--- config.mk ---
export PLATFORM = sky130hd
export DESIGN_NAME = mdu_seq
export DESIGN_NICKNAME = d
export VERILOG_FILES = /design/src/rtl/mdu_seq.sv
export SDC_FILE = /design/constraint.sdc
export NUM_CORES = 1
export LEC_CHECK = 0
export ABC_AREA = 0
export BUFFER_PORTS_ARGS = -buffer_cell sky130_fd_sc_hd__buf_2
export CELL_PAD_IN_SITES_DETAIL_PLACEMENT = 1
export CELL_PAD_IN_SITES_GLOBAL_PLACEMENT = 1
export CORE_UTILIZATION = 46
export CTS_CLUSTER_DIAMETER = 120
export DETAILED_ROUTE_END_ITERATION = 16
export PLACE_DENSITY = 0.84
export SLEW_MARGIN = 10
export SYNTH_ARGS = -nofsm -noshare
export SYNTH_HDL_FRONTEND = slang
export SYNTH_SLANG_ARGS = --single-unit
--- constraint.sdc ---
create_clock -name clk -period 10.7 [get_ports clk]
set_input_delay 2.14 -clock clk [delete_from_list [all_inputs] [get_ports clk]]
set_output_delay 2.14 -clock clk [all_outputs]
set_load 0.02 [all_outputs]
--- src/rtl/mdu_seq.sv ---
// Iterative MULT/MULTU/DIV/DIVU sequencer owning HI/LO; one result bit per CALC cycle.
// Optional macro MDU_EARLY_TERM_EN: multiply leaves CALC once the remaining multiplier is zero.
module mdu_seq #(
  parameter int WIDTH = 32,
  parameter int CNT_W = 6
) (
  input  logic             clk,
  input  logic             rst,
  input  logic             start,
  input  logic             oper,
  input  logic             sign,
  input  logic [WIDTH-1:0] a,
  input  logic [WIDTH-1:0] b,
  input  logic             cancel,
  input  logic             we_hi,
  input  logic             we_lo,
  input  logic [WIDTH-1:0] wdata,
  output logic             busy,
  output logic             done,
  output logic             div0,
  output logic [WIDTH-1:0] hi,
  output logic [WIDTH-1:0] lo
);

  typedef enum logic [1:0] {IDLE, CALC, FIX} state_t;

  state_t             state, state_nx;
  logic [CNT_W-1:0]   cnt;
  logic [2*WIDTH-1:0] acc;
  logic [2*WIDTH-1:0] mcand;
  logic [WIDTH-1:0]   mplier;
  logic               op_div, neg_res, neg_a, dz;

  logic               a_neg, b_neg, b_zero, last_iter, ge;
  logic [WIDTH-1:0]   mag_a, mag_b, rem_nx;
  logic [WIDTH:0]     trial;
  logic [2*WIDTH-1:0] div_nx, prod;
  logic [WIDTH-1:0]   fix_hi, fix_lo;

  always_comb begin
    a_neg  = sign & a[WIDTH-1];
    b_neg  = sign & b[WIDTH-1];
    mag_a  = a_neg ? -a : a;
    mag_b  = b_neg ? -b : b;
    b_zero = (b == '0);
  end

  // Restoring divide step: acc holds {remainder, dividend/quotient shifting left}.
  always_comb begin
    trial  = acc[2*WIDTH-1:WIDTH-1];
    ge     = (trial >= {1'b0, mcand[WIDTH-1:0]});
    rem_nx = trial[WIDTH-1:0] - mcand[WIDTH-1:0];
    if (ge) div_nx = {rem_nx, acc[WIDTH-2:0], 1'b1};
    else    div_nx = {acc[2*WIDTH-2:0], 1'b0};
  end

  always_comb begin
    last_iter = (cnt == CNT_W'(WIDTH-1));
`ifdef MDU_EARLY_TERM_EN
    if (!op_div && (mplier[WIDTH-1:1] == '0)) last_iter = 1'b1;
`endif
  end

  // Sign correction; the divide-by-zero path left |a| in acc, so re-negating restores raw a.
  always_comb begin
    prod = neg_res ? -acc : acc;
    if (dz) begin
      fix_hi = neg_a ? -acc[WIDTH-1:0] : acc[WIDTH-1:0];
      fix_lo = '1;
    end else if (op_div) begin
      fix_hi = neg_a ? -acc[2*WIDTH-1:WIDTH] : acc[2*WIDTH-1:WIDTH];
      fix_lo = neg_res ? -acc[WIDTH-1:0] : acc[WIDTH-1:0];
    end else begin
      fix_hi = prod[2*WIDTH-1:WIDTH];
      fix_lo = prod[WIDTH-1:0];
    end
  end

  always_ff @(posedge clk or posedge rst) begin
    if (rst) state <= IDLE;
    else     state <= state_nx;
  end

  always_comb begin
    state_nx = state;
    case (state)
      IDLE: if (start) state_nx = (oper && b_zero) ? FIX : CALC;
      CALC: begin
        if (cancel)         state_nx = IDLE;
        else if (last_iter) state_nx = FIX;
      end
      FIX:     state_nx = IDLE;
      default: state_nx = IDLE;
    endcase
  end

  always_comb begin
    busy = (state != IDLE);
  end

  always_ff @(posedge clk or posedge rst) begin
    if (rst) begin
      cnt     <= '0;
      acc     <= '0;
      mcand   <= '0;
      mplier  <= '0;
      op_div  <= 1'b0;
      neg_res <= 1'b0;
      neg_a   <= 1'b0;
      dz      <= 1'b0;
      hi      <= '0;
      lo      <= '0;
      done    <= 1'b0;
      div0    <= 1'b0;
    end else begin
      done <= 1'b0;
      case (state)
        IDLE: begin
          if (start) begin
            op_div  <= oper;
            neg_a   <= a_neg;
            neg_res <= a_neg ^ b_neg;
            dz      <= oper & b_zero;
            cnt     <= '0;
            mplier  <= mag_b;
            if (oper) begin
              acc   <= {{WIDTH{1'b0}}, mag_a};
              mcand <= {{WIDTH{1'b0}}, mag_b};
            end else begin
              acc   <= '0;
              mcand <= {{WIDTH{1'b0}}, mag_a};
            end
          end else begin
            if (we_hi) hi <= wdata;
            if (we_lo) lo <= wdata;
          end
        end
        CALC: begin
          if (!cancel) begin
            cnt <= cnt + CNT_W'(1);
            if (op_div) begin
              acc <= div_nx;
            end else begin
              if (mplier[0]) acc <= acc + mcand;
              mcand  <= mcand << 1;
              mplier <= mplier >> 1;
            end
          end
        end
        FIX: begin
          if (!cancel) begin
            hi   <= fix_hi;
            lo   <= fix_lo;
            div0 <= dz;
            done <= 1'b1;
          end
        end
        default: ;
      endcase
    end
  end

endmodule

==> flow_summary_export.csv <==
group,metric,value,unit
synthesis,synth_top_area_share,29.3,%
detailed_routing,ant_nets,0,
synthesis,synth_top_family_by_area,"compound AO/OA/AOI/OAI gates",
detailed_routing,wl_per_cell,24.6,um
floorplanning,dieWidth,212,um
placement,port_buffers,170,
critical_path,worst-path-buf-inv,4,
clock_network,insertion_delay,600,ps
clock_network,cts_tree,"yes",
detailed_routing,drt_iter0_drc,1789,
synthesis,syn_avg_cell_area,7.78,um^2
clock_network,clockBufferDepth,3,
detailed_routing,vias,21200,
critical_path,arrival,5570,ps
synthesis,ys_seq_elements,238,
clock_network,postCtsHoldBufs,0,
final_layout,multi_input_area,0.0135,mm^2
critical_path,cp_max_fo,44,
power_and_ir_drop,internal_power,3.07,mW
floorplanning,rows,76,
synthesis,yosysWarnings,0,
synthesis,synth_area_leader_cell,"dfrtp_1",
power_and_ir_drop,seq_power_share,26.1,%
critical_path,slowest_stage,"nand2_1",
global_routing,grt_pass1_vias,21500,
sta,fmaxAchievable,195,MHz
placement,gp_congestion,0.976,
power_and_ir_drop,pwr-share-comb,56.6,%
critical_path,worstPathCellList,"buf_2 -> nand2_1 -> o21ai_0 -> o21ai_4 -> buf_4 -> buf_4 -> nor2_1 -> buf_4 -> nand2_1 -> nor3_1 -> a21oi_1 -> o21ai_0",
sta,slew_viol_final,0,
global_routing,grt.total_usage,35.8,%
synthesis,synth_compound_area_share,27.6,%
sta,skew,26.6,ps
final_layout,layout-drive-gt1-share,10.9,%
final_layout,area.sequential,0.00596,mm^2
synthesis,syn_inst,2614,
power_and_ir_drop,p_per_area,274,mW/mm^2
critical_path,critPathCaptureType,"flip-flop",
global_routing,grt_pass1_wl,125000,um
clock_network,cts_buffers,30,
floorplanning,coreArea,0.0434,mm^2
floorplanning,fp.dieH,212,um
clock_network,post-cts-setup-buffer-count,0,
floorplanning,die-area,0.0450,mm^2
placement,hpwl,62200,um
critical_path,required,11160,ps
floorplanning,start_util,46.9,%
sta,timing.hold.ws,479,ps
sta,relSlewSlack,25.1,%
synthesis,synthMuxAreaShare,2.91,%
synthesis,synth_nets,2820,
power_and_ir_drop,clkPwrFrac,17.3,%
run,maxCapViolCount,0,
critical_path,worst_path_most_repeated_cell,"buf_4",
detailed_routing,first_pass_iters,8,
synthesis,synth_ff_type,"dfrtp_1",
sta,rsz0062_at_grt,"no",
clock_network,h-tree-depth,1,
final_layout,fillers,5412,
critical_path,critPathKind,"primary input to flip-flop",
sta,final_hold_viol_count,0,
sta,final-setup-viol-count,0,
sta,finalCritPeriodShare,47.8,%
floorplanning,pin_count,171,
critical_path,startpoint_type,"primary input",
synthesis,synth_area,0.0203,mm^2
final_layout,areaGrowthSynthToFinish,11.1,%
clock_network,clk_pin_slew,60,ps
global_routing,grt_max_degree,111,
global_routing,overflow,0,
synthesis,synth_area_leaders,"dfrtp_1 (29%), nand2_1 (6.9%), ha_1 (6.2%)",
hold_path,min_path_type,"flip-flop to flip-flop",
clock_network,cts-root-buf,"clkbuf_16",
final_layout,nets,2881,
final_layout,diodes,0,
detailed_routing,drc,0,
synthesis,synth_edf_count,0,
synthesis,async_reset_ff_share,100,%
sta,finalSetupTns,0,ps
critical_path,slowest_delay,680,ps
synthesis,synth-simple-area-share,18.7,%
power_and_ir_drop,ir_worst_vdd,0.000116,V
power_and_ir_drop,p_leak,10.1,nW
synthesis,synth-xor-area-share,10.3,%
detailed_routing,routed_wl,80800,um
clock_network,cts.sinks,238,
sta,tightest_slew,1110,ps
synthesis,synthAdderAreaFrac,6.35,%
global_routing,antenna_found_initial,2,
synthesis,yosysSeqAreaShare,29.3,%
critical_path,cp_top_family,"buffers and inverters",
power_and_ir_drop,power.share.switching,50.4,%
synthesis,ys_types,78,
sta,fin_crit,5120,ps
clock_network,postCtsResizedCells,0,
run_status,status,"finished clean",
detailed_routing,drt-vias-per-instance,6.45,
power_and_ir_drop,p_switching,3.12,mW
sequential cells by signal, summed over array words and instances, names as in the netlist:
| name | count |
|---|---|
| acc | 64 |
| cnt | 6 |
| div0 | 1 |
| done | 1 |
| dz | 1 |
| hi | 32 |
| lo | 32 |
| mcand | 64 |
| mplier | 32 |
| neg_a | 1 |
| neg_res | 1 |
| op_div | 1 |
| state | 2 |
worst min-delay path, delay by kind of cell, from the launching register on:
family	cells	cell delay [ps]
AND/OR/NAND/NOR	1	40
AO/OA/AOI/OAI	1	60
flip-flops	1	340
kinds of logic (layout without fill, tap and decap cells):
family,after synthesis,in the layout
DFF,238,238
adders and majority gates,102,102
xor gates and xnor gates,239,239
and+or+nand+nor,836,836
buffers and inverters,255,340
AOI/OAI and AO/OA,886,886
muxes,58,58
cell type report:
type / instances / share of cell area (%)
Multi-Input combinational cell: 2121 / 59.7
Tap cell: 585 / 3.24
Sequential cell: 238 / 26.4
Clock buffer: 41 / 3.77
Timing Repair Buffer: 198 / 4.70
Clock inverter: 15 / 0.781
Inverter: 86 / 1.46
metrics by stage:
step           power (mW)  instances  worst slack [ps]  area [um^2]  utilization, %
5_1_grt              6.55       3284              5470        22600            52.1
3_5_place_dp         5.02       3228              5070        21600            49.7
6_report             6.19       3284              5580        22600            52.1
2_1_floorplan        3.90       2614              2030        20300               -
3_3_place_gp         4.89       3228              5220        21600            49.7
4_1_cts              6.11       3284              5680        22600            52.1
path summary, 6_finish.rpt:
kind / end / slack [ps] / startpoint / cells after the start
max: acc[58] / 5580 / start / 12
min: hi[30] / 480 / hi[30] / 2
max reg2reg: acc[61] / 6080 / acc[14] / 11
min reg2reg: hi[30] / 480 / hi[30] / 2
max in group asynchronous: acc[41] / 7500 / rst / 3
min in group asynchronous: hi[20] / 1700 / rst / 2
metal layers:
layer | GRT usage [%] | routed length, um | vias to the layer above
met4 | 14.7 | 3360 | 4
li1 | - | - | 9617
met1 | 48.0 | 34800 | 10600
met3 | 5.92 | 6130 | 172
met2 | 57.3 | 36500 | 828
met5 | 0 | 36 | -
cell usage in the layout, fill, tap and decap left out, types with 42 or more instances in the layout:
cell type | netlist | layout
nand2_1 | 375 | 373
o21ai_0 | 247 | 246
dfrtp_1 | 238 | 235
a21oi_1 | 216 | 215
buf_2 | 3 | 170
nor2_1 | 160 | 159
xnor2_1 | 138 | 138
xor2_1 | 101 | 101
ha_1 | 100 | 100
inv_1 | 85 | 84
nand3_1 | 77 | 77
o22ai_1 | 60 | 60
a21o_1 | 58 | 58
nor3_1 | 52 | 52
mux2i_1 | 49 | 49
a211oi_1 | 42 | 42
synthesized netlist by cell type (all sizes together) (12+ instances only):
master	instances
nor3	52
mux2i	49
a21o	58
xnor2	138
or3	28
nand4	18
a21oi	216
ha	100
or4	16
nand3	77
a221o	15
clkbuf	146
buf	23
o221ai	33
o21ai	252
a221oi	13
nor2	160
nand2b	22
inv	86
a31oi	18
dfrtp	238
o21a	17
a22o	12
xor2	101
o31ai	25
a22oi	19
nor2b	19
o21bai	18
nor4	15
o211ai	24
nand2	375
o22ai	60
a211oi	43
power by group through the flow:
stage	registers [mW]	clock network, mW	logic, mW
final	1.61	1.07	3.50
after global routing	1.64	1.12	3.79
after CTS	1.59	1.08	3.44
after detailed placement	1.61	0	3.41
after global placement	1.59	0	3.30
after floorplan	1.42	0	2.48
No activity file was read; power rests on OpenSTA's default activity.
